$ cat src/rtl/iq_sweep_controller_if.sv
// Control, sample and point signals between the sweep controller and its surroundings.
// The controller sits on the slave side; the top level or bench drives the master side.
interface iq_sweep_controller_if #(
  parameter int PHASE_W  = 32,
  parameter int DATA_W   = 14,
  parameter int SETTLE_W = 20,
  parameter int STEP_W   = 10
);
  logic                       start;
  logic                       abort;
  logic [PHASE_W-1:0]         phaseStart;
  logic [PHASE_W-1:0]         phaseStep;
  logic [STEP_W-1:0]          numSteps;
  logic [SETTLE_W-1:0]        settleCycles;
  logic                       filtValid;
  logic signed [DATA_W-1:0]   I;
  logic signed [DATA_W-1:0]   Q;
  logic [PHASE_W-1:0]         phaseInc;
  logic                       busy;
  logic                       pointValid;
  logic [STEP_W-1:0]          pointIndex;
  logic signed [DATA_W-1:0]   pointI;
  logic signed [DATA_W-1:0]   pointQ;
  logic                       done;

  modport master (
    output start, abort, phaseStart, phaseStep, numSteps, settleCycles, filtValid, I, Q,
    input  phaseInc, busy, pointValid, pointIndex, pointI, pointQ, done
  );

  modport slave (
    input  start, abort, phaseStart, phaseStep, numSteps, settleCycles, filtValid, I, Q,
    output phaseInc, busy, pointValid, pointIndex, pointI, pointQ, done
  );
endinterface

$ cat src/rtl/iq_sweep_controller.sv
// Stepped-frequency sweep sequencer: steps the NCO phase increment, waits for the FIR to
// settle, averages 2^AVG_LOG2 filtered I/Q samples and emits one averaged point per step.
module iq_sweep_controller #(
  parameter int PHASE_W  = 32,
  parameter int DATA_W   = 14,
  parameter int SETTLE_W = 20,
  parameter int STEP_W   = 10,
  parameter int AVG_LOG2 = 4
) (
  input logic                  CLK,
  input logic                  reset_n,
  iq_sweep_controller_if.slave bus
);

  localparam int ACC_W = DATA_W + AVG_LOG2;

  typedef enum logic [2:0] {S_IDLE, S_SETTLE, S_ACCUM, S_EMIT, S_DONE} state_t;

  state_t state_q, state_d;

  logic [PHASE_W-1:0]       phase_step_q, phase_step_d;
  logic [PHASE_W-1:0]       phase_inc_q, phase_inc_d;
  logic [STEP_W-1:0]        num_steps_q, num_steps_d;
  logic [STEP_W-1:0]        idx_q, idx_d;
  logic [STEP_W-1:0]        point_index_q, point_index_d;
  logic [SETTLE_W-1:0]      settle_cycles_q, settle_cycles_d;
  logic [SETTLE_W-1:0]      cnt_q, cnt_d;
  logic [AVG_LOG2-1:0]      sample_cnt_q, sample_cnt_d;
  logic signed [ACC_W-1:0]  acc_i_q, acc_i_d;
  logic signed [ACC_W-1:0]  acc_q_q, acc_q_d;
  logic signed [DATA_W-1:0] point_i_q, point_i_d;
  logic signed [DATA_W-1:0] point_q_q, point_q_d;
  logic                     busy_q, busy_d;
  logic                     point_valid_q, point_valid_d;
  logic                     done_q, done_d;

  logic signed [ACC_W-1:0]  sum_i;
  logic signed [ACC_W-1:0]  sum_q;
  logic                     abort_now;
  logic                     start_ok;
  logic                     last_sample;
  logic                     last_point;

  // Accumulator is wide enough for 2^AVG_LOG2 full-scale samples, so it never overflows.
  assign sum_i       = acc_i_q + {{AVG_LOG2{bus.I[DATA_W-1]}}, bus.I};
  assign sum_q       = acc_q_q + {{AVG_LOG2{bus.Q[DATA_W-1]}}, bus.Q};
  assign abort_now   = bus.abort && (state_q != S_IDLE);
  assign start_ok    = bus.start && !bus.abort;
  assign last_sample = (sample_cnt_q == {AVG_LOG2{1'b1}});
  assign last_point  = (idx_q == (num_steps_q - STEP_W'(1)));

  always_ff @(posedge CLK) begin
    if (!reset_n) begin
      state_q <= S_IDLE;
    end else begin
      state_q <= state_d;
    end
  end

  always_comb begin
    state_d = state_q;
    if (abort_now) begin
      state_d = S_IDLE;
    end else begin
      case (state_q)
        S_IDLE:   if (start_ok) state_d = (bus.numSteps != '0) ? S_SETTLE : S_DONE;
        S_SETTLE: if (cnt_q == '0) state_d = S_ACCUM;
        S_ACCUM:  if (bus.filtValid && last_sample) state_d = S_EMIT;
        S_EMIT:   state_d = last_point ? S_DONE : S_SETTLE;
        S_DONE:   state_d = S_IDLE;
        default:  state_d = S_IDLE;
      endcase
    end
  end

  // Status flags are decoded from the next state so they line up with the state register.
  always_comb begin
    busy_d        = (state_d != S_IDLE);
    point_valid_d = (state_d == S_EMIT);
    done_d        = (state_d == S_DONE);
  end

  always_comb begin
    phase_step_d    = phase_step_q;
    phase_inc_d     = phase_inc_q;
    num_steps_d     = num_steps_q;
    idx_d           = idx_q;
    point_index_d   = point_index_q;
    settle_cycles_d = settle_cycles_q;
    cnt_d           = cnt_q;
    sample_cnt_d    = sample_cnt_q;
    acc_i_d         = acc_i_q;
    acc_q_d         = acc_q_q;
    point_i_d       = point_i_q;
    point_q_d       = point_q_q;
    if (!abort_now) begin
      case (state_q)
        S_IDLE: begin
          if (start_ok && (bus.numSteps != '0)) begin
            phase_step_d    = bus.phaseStep;
            num_steps_d     = bus.numSteps;
            settle_cycles_d = bus.settleCycles;
            phase_inc_d     = bus.phaseStart;
            idx_d           = '0;
            cnt_d           = bus.settleCycles;
          end
        end
        S_SETTLE: begin
          if (cnt_q == '0) begin
            acc_i_d      = '0;
            acc_q_d      = '0;
            sample_cnt_d = '0;
          end else begin
            cnt_d = cnt_q - SETTLE_W'(1);
          end
        end
        S_ACCUM: begin
          if (bus.filtValid) begin
            acc_i_d      = sum_i;
            acc_q_d      = sum_q;
            sample_cnt_d = sample_cnt_q + AVG_LOG2'(1);
            if (last_sample) begin
              point_i_d     = DATA_W'(sum_i >>> AVG_LOG2);
              point_q_d     = DATA_W'(sum_q >>> AVG_LOG2);
              point_index_d = idx_q;
            end
          end
        end
        S_EMIT: begin
          if (!last_point) begin
            phase_inc_d = phase_inc_q + phase_step_q;
            idx_d       = idx_q + STEP_W'(1);
            cnt_d       = settle_cycles_q;
          end
        end
        default: ;
      endcase
    end
  end

  always_ff @(posedge CLK) begin
    if (!reset_n) begin
      phase_step_q    <= '0;
      phase_inc_q     <= '0;
      num_steps_q     <= '0;
      idx_q           <= '0;
      point_index_q   <= '0;
      settle_cycles_q <= '0;
      cnt_q           <= '0;
      sample_cnt_q    <= '0;
      acc_i_q         <= '0;
      acc_q_q         <= '0;
      point_i_q       <= '0;
      point_q_q       <= '0;
      busy_q          <= 1'b0;
      point_valid_q   <= 1'b0;
      done_q          <= 1'b0;
    end else begin
      phase_step_q    <= phase_step_d;
      phase_inc_q     <= phase_inc_d;
      num_steps_q     <= num_steps_d;
      idx_q           <= idx_d;
      point_index_q   <= point_index_d;
      settle_cycles_q <= settle_cycles_d;
      cnt_q           <= cnt_d;
      sample_cnt_q    <= sample_cnt_d;
      acc_i_q         <= acc_i_d;
      acc_q_q         <= acc_q_d;
      point_i_q       <= point_i_d;
      point_q_q       <= point_q_d;
      busy_q          <= busy_d;
      point_valid_q   <= point_valid_d;
      done_q          <= done_d;
    end
  end

  assign bus.phaseInc   = phase_inc_q;
  assign bus.busy       = busy_q;
  assign bus.pointValid = point_valid_q;
  assign bus.pointIndex = point_index_q;
  assign bus.pointI     = point_i_q;
  assign bus.pointQ     = point_q_q;
  assign bus.done       = done_q;

endmodule

$ cat src/flat_wrapper.sv
// flat-port wrapper written by rule: the top's interface ports become plain ports
module iq_sweep_controller_flat 
#(
  parameter int PHASE_W  = 32,
  parameter int DATA_W   = 14,
  parameter int SETTLE_W = 20,
  parameter int STEP_W   = 10,
  parameter int AVG_LOG2 = 4
)
  (CLK, reset_n, bus_start, bus_abort, bus_phaseStart, bus_phaseStep, bus_numSteps, bus_settleCycles, bus_filtValid, bus_I, bus_Q, bus_phaseInc, bus_busy, bus_pointValid, bus_pointIndex, bus_pointI, bus_pointQ, bus_done);
  iq_sweep_controller_if #(.PHASE_W(PHASE_W), .DATA_W(DATA_W), .SETTLE_W(SETTLE_W), .STEP_W(STEP_W)) bus_i ();
  input logic CLK;
  input logic reset_n;
  input wire logic [$bits(bus_i.start)-1:0] bus_start;
  input wire logic [$bits(bus_i.abort)-1:0] bus_abort;
  input wire logic [$bits(bus_i.phaseStart)-1:0] bus_phaseStart;
  input wire logic [$bits(bus_i.phaseStep)-1:0] bus_phaseStep;
  input wire logic [$bits(bus_i.numSteps)-1:0] bus_numSteps;
  input wire logic [$bits(bus_i.settleCycles)-1:0] bus_settleCycles;
  input wire logic [$bits(bus_i.filtValid)-1:0] bus_filtValid;
  input wire logic [$bits(bus_i.I)-1:0] bus_I;
  input wire logic [$bits(bus_i.Q)-1:0] bus_Q;
  output wire logic [$bits(bus_i.phaseInc)-1:0] bus_phaseInc;
  output wire logic [$bits(bus_i.busy)-1:0] bus_busy;
  output wire logic [$bits(bus_i.pointValid)-1:0] bus_pointValid;
  output wire logic [$bits(bus_i.pointIndex)-1:0] bus_pointIndex;
  output wire logic [$bits(bus_i.pointI)-1:0] bus_pointI;
  output wire logic [$bits(bus_i.pointQ)-1:0] bus_pointQ;
  output wire logic [$bits(bus_i.done)-1:0] bus_done;
  assign bus_i.start = bus_start;
  assign bus_i.abort = bus_abort;
  assign bus_i.phaseStart = bus_phaseStart;
  assign bus_i.phaseStep = bus_phaseStep;
  assign bus_i.numSteps = bus_numSteps;
  assign bus_i.settleCycles = bus_settleCycles;
  assign bus_i.filtValid = bus_filtValid;
  assign bus_i.I = bus_I;
  assign bus_i.Q = bus_Q;
  assign bus_phaseInc = bus_i.phaseInc;
  assign bus_busy = bus_i.busy;
  assign bus_pointValid = bus_i.pointValid;
  assign bus_pointIndex = bus_i.pointIndex;
  assign bus_pointI = bus_i.pointI;
  assign bus_pointQ = bus_i.pointQ;
  assign bus_done = bus_i.done;
  iq_sweep_controller #(.PHASE_W(PHASE_W), .DATA_W(DATA_W), .SETTLE_W(SETTLE_W), .STEP_W(STEP_W), .AVG_LOG2(AVG_LOG2)) u_core (.CLK(CLK), .reset_n(reset_n), .bus(bus_i));
endmodule
$ cat config.mk
export PLATFORM = sky130hd
export DESIGN_NAME = iq_sweep_controller_flat
export DESIGN_NICKNAME = d
export VERILOG_FILES = /design/src/rtl/iq_sweep_controller_if.sv /design/src/rtl/iq_sweep_controller.sv /design/src/flat_wrapper.sv
export SDC_FILE = /design/constraint.sdc
export NUM_CORES = 1
export LEC_CHECK = 0
export BUFFER_PORTS_ARGS = -buffer_cell sky130_fd_sc_hd__buf_2
export CAP_MARGIN = 20
export CORE_MARGIN = 5
export CORE_UTILIZATION = 45
export CTS_BUF_LIST = sky130_fd_sc_hd__clkbuf_8
export DETAILED_ROUTE_END_ITERATION = 10
export PLACE_DENSITY = 0.69
export SLEW_MARGIN = 20
export SYNTH_ARGS = -nofsm -noshare
export SYNTH_HDL_FRONTEND = slang
export SYNTH_SLANG_ARGS = --single-unit
$ cat constraint.sdc
create_clock -name CLK -period 2.91 [get_ports CLK]
set_input_delay 0.4365 -clock CLK [delete_from_list [all_inputs] [get_ports CLK]]
set_output_delay 0.4365 -clock CLK [all_outputs]
set_load 0.1 [all_outputs]
==> key figures <==
Global route
  – Met2 GRT Util: 0.3691
  – Grt met3 use: 0.04138
  – GR Layer Usage met1: 0.3068
  – Busiest grt layer: met2
  – First-pass GRT wire length: 55830 um
  – Total Routing Usage GR: 0.2243
  – Vias in the first global route: 11.42k
  – Total gr overflow: 0
  – Largest net degree at the start of global routing: 66
  – Initial antenna violation count: 2

Clocking
  – TritonCTS buffer count: 38
  – CTS Root Cell: clkbuf_8
  – CTS tree: built
  – Clock transition at path regs: 0.06 ns
  – H-tree depth: 2
  – Clock Latency Late Sink: 0.53 ns
  – Clock Sinks: 208
  – CTS max path bufs: 3
  – Hold_buf cts: 0

Placement
  – Port Buffers: 199
  – Final HPWL DP: 24420 um
  – Dpl ws: -0.2208 ns
  – Routability Congestion: 0.8923

Routing
  – DR WL/cell: 16.97 um
  – Post-Route WL: 36310 um
  – DRT Pass-1 Iters: 5
  – DRC: 0
  – Vias per inst: 5.693
  – Via count: 12.18k
  – Drt initial violations: 833
  – Antenna viol nets, final: 0

Pwr
  – Clk pwr share: 0.404
  – Internal Pwr Total: 5.313 mW
  – Seq pwr share: 0.401
  – Combinational power share: 0.196
  – Pwr Density: 511.0 nW/um^2
  – Switch Pwr: 2.347 mW
  – Net Sw Frac: 0.3064
  – VDD IR max: 0.0003915 V
  – Leakage: 6.451 nW

Synthesis
  – Register area share after synthesis: 0.3528
  – Mean post-synth cell area: 7.659 um^2
  – Synth warn: 0
  – Synth Flop Type: dfxtp_1
  – Async S/R FF share, synth: 0
  – Number of flops mapped to enable cells by yosys: 0
  – Mapped Area: 11800 um^2
  – Synthesized instance count: 1541
  – Yosys cell types: 68
  – #FFs+latches synth: 208
  – Syn nets: 1740

Floorplanning
  – Core box area: 25910 um^2
  – Starting Density: 0.4555
  – Num rows: 59
  – Die Area: 29570 um^2
  – IO Count: 200
  – Die Height: 172.0 um
  – Die Wd: 172.0 um

Timing
  – RSZ-0062 raised after global routing: true
  – Final WS setup: -0.06018 ns
  – Final Hold Violating Endpoints: 0
  – Worst Max-Slew Pin Slew: 0.7133 ns
  – Crit share post-route: 1.021
  – Fmax achieved: 336.7 MHz
  – Fin Hold WS: 0.1437 ns
  – Max-slew violations: 0
  – Setup-failing EPs final: 2
  – Final min period: 2.970 ns
  – Slew HR: 0.5184
  – Clock Skew: 0.02086 ns

Final layout
  – Antenna cell count: 0
  – Area of the multi-input gates: 7538 um^2
  – Final Core Density: 0.5785
  – P&R area growth vs syn: 27.00%
  – Fillers: 2438
  – Most frequent cells in the layout: nand2_1, a21oi_1, buf_2
  – Sequential cell area: 4213 um^2
  – Nets@finish: 1975
  – Commonest non-fill, non-tap cell in the layout: nand2_1
  – Layout cell share with drive strength beyond 1: 0.2454

Critical path
  – Worst r2r path cells: 14
  – WP data required: 3.37 ns
  – Crit-path max FO: 7
  – Crit path DAT: 3.43 ns
  – Setup crit end kind: flip-flop
  – CP Launch Type: flip-flop
  – WS Path Type: reg2reg

Run status
  – Violated checks: setup timing
  – Run status: complete, but fails checks

Min path
  – Hold path depth: 3
  – Tightest Hold Check Type: in2reg

Flow run
  – Max-cap violations: 0
[cells in the mapped netlist, types with 3 or more instances]
cell type	instances	area [um^2]
nand2_1	287	1077
a21oi_1	210	1051
dfxtp_1	208	4164
nor2_1	124	465.5
clkbuf_1	74	277.8
ha_1	69	863.3
o21ai_0	60	300.3
nand3_1	54	270.3
xor2_1	40	350.3
xnor2_1	39	341.6
a211oi_1	35	262.8
inv_1	29	108.9
nor3_1	29	145.1
a21o_1	25	187.7
o211ai_1	25	187.7
a31oi_1	19	118.9
nand4_1	14	87.58
and3_1	13	81.33
nand2b_1	11	68.82
o21a_1	11	82.58
buf_1	10	37.54
a311oi_1	9	78.83
o21bai_1	9	67.56
or3_1	9	56.30
a221o_1	8	80.08
a22oi_1	8	60.06
and2_1	8	50.05
nor4_1	8	50.05
o31ai_1	8	60.06
nor2b_1	7	43.79
o41ai_1	7	61.31
nand3b_1	6	45.04
buf_2	5	25.02
or2_2	5	31.28
a2111oi_0	3	26.28
and4_1	3	26.28
fa_1	3	60.06
nand4b_1	3	26.28
nor4_2	3	37.54
o31a_1	3	26.28
[per-stage QoR]
step,cell area (um^2),setup TNS (ns),cells,power (mW)
5_1_grt,14990,-1.549,2140,8.027
3_5_place_dp,13520,-0.5213,2051,4.489
4_1_cts,14400,0,2121,7.596
2_1_floorplan,11860,-0.01782,1541,4.085
3_3_place_gp,13520,-0.3071,2051,4.464
6_report,14990,-0.06169,2140,7.660
[worst max-delay path: stages, from the launching register on]
cell	delay, ns
dfxtp_2	0.32
inv_2	0.07
ha_4	0.14
or3b_4	0.41
nor3_4	0.22
o211ai_1	0.14
a31oi_2	0.25
nor4_4	0.08
buf_4	0.17
o31ai_4	0.27
buf_6	0.17
clkbuf_16	0.16
nand3_1	0.10
mux2_4	0.28
a31oi_1	0.12
[repair_timing]
action | 4_1_cts | 5_1_grt
gates resized for setup | 3 | 89
buffers inserted | 1 | 12
cloned | 0 | 7
pin swaps | 2 | 30
setup endpoints to repair | 6 | 53
[final cells by class]
type                            count  share of cell area
Clock inverter                     16            0.008765
Multi-Input combinational cell   1213              0.5029
Inverter                           30            0.007679
Tap cell                          335             0.02796
Sequential cell                   208              0.2811
Timing Repair Buffer              285              0.1230
Clock buffer                       53             0.04866
[power groups by stage]
stage / combinational, mW / clock [mW] / sequential, mW
2_1_floorplan: 0.732 / 0 / 3.35
3_3_place_gp: 1.35 / 0 / 3.11
3_5_place_dp: 1.37 / 0 / 3.12
4_1_cts: 1.38 / 3.16 / 3.06
5_1_grt: 1.64 / 3.31 / 3.08
6_report: 1.50 / 3.09 / 3.07
[layer usage]
metal	wire (um)	part of all wire
met4	610	0.017
met3	2345	0.065
met1	16490	0.45
met5	21	0.00058
met2	16850	0.46
[kinds of logic after synthesis]
logic type,synth area share
buf+inv,0.03933
fa+ha+maj,0.07824
xor+xnor,0.05862
flops,0.3528
mux,0.003604
compound gates,0.2410
simple gates,0.2264
[state kept, by name, summed over array words and instances, names as in the netlist, 3 cells and up]
| name | cells |
|---|---|
| u_core.idx_q | 10 |
| u_core.cnt_q | 20 |
| u_core.num_steps_q | 10 |
| u_core.bus.phaseInc | 32 |
| u_core.acc_i_q | 18 |
| u_core.state_q | 3 |
| u_core.phase_step_q | 32 |
| u_core.sample_cnt_q | 4 |
| u_core.settle_cycles_q | 20 |
| u_core.bus.pointIndex | 10 |
| u_core.bus.pointQ | 14 |
| u_core.acc_q_q | 18 |
| u_core.bus.pointI | 14 |
[final timing paths]
path / slack [ns] / to / from
min reg2reg: 0.45 / u_core.bus.pointI[7] / u_core.bus.pointI[7]
max: -0.06 / u_core.bus.phaseInc[26] / u_core.num_steps_q[1]
max reg2reg: -0.06 / u_core.bus.phaseInc[26] / u_core.num_steps_q[1]
min: 0.14 / u_core.phase_step_q[14] / bus_phaseStep[14]
Note: power is estimated with default switching activity, not from simulation.
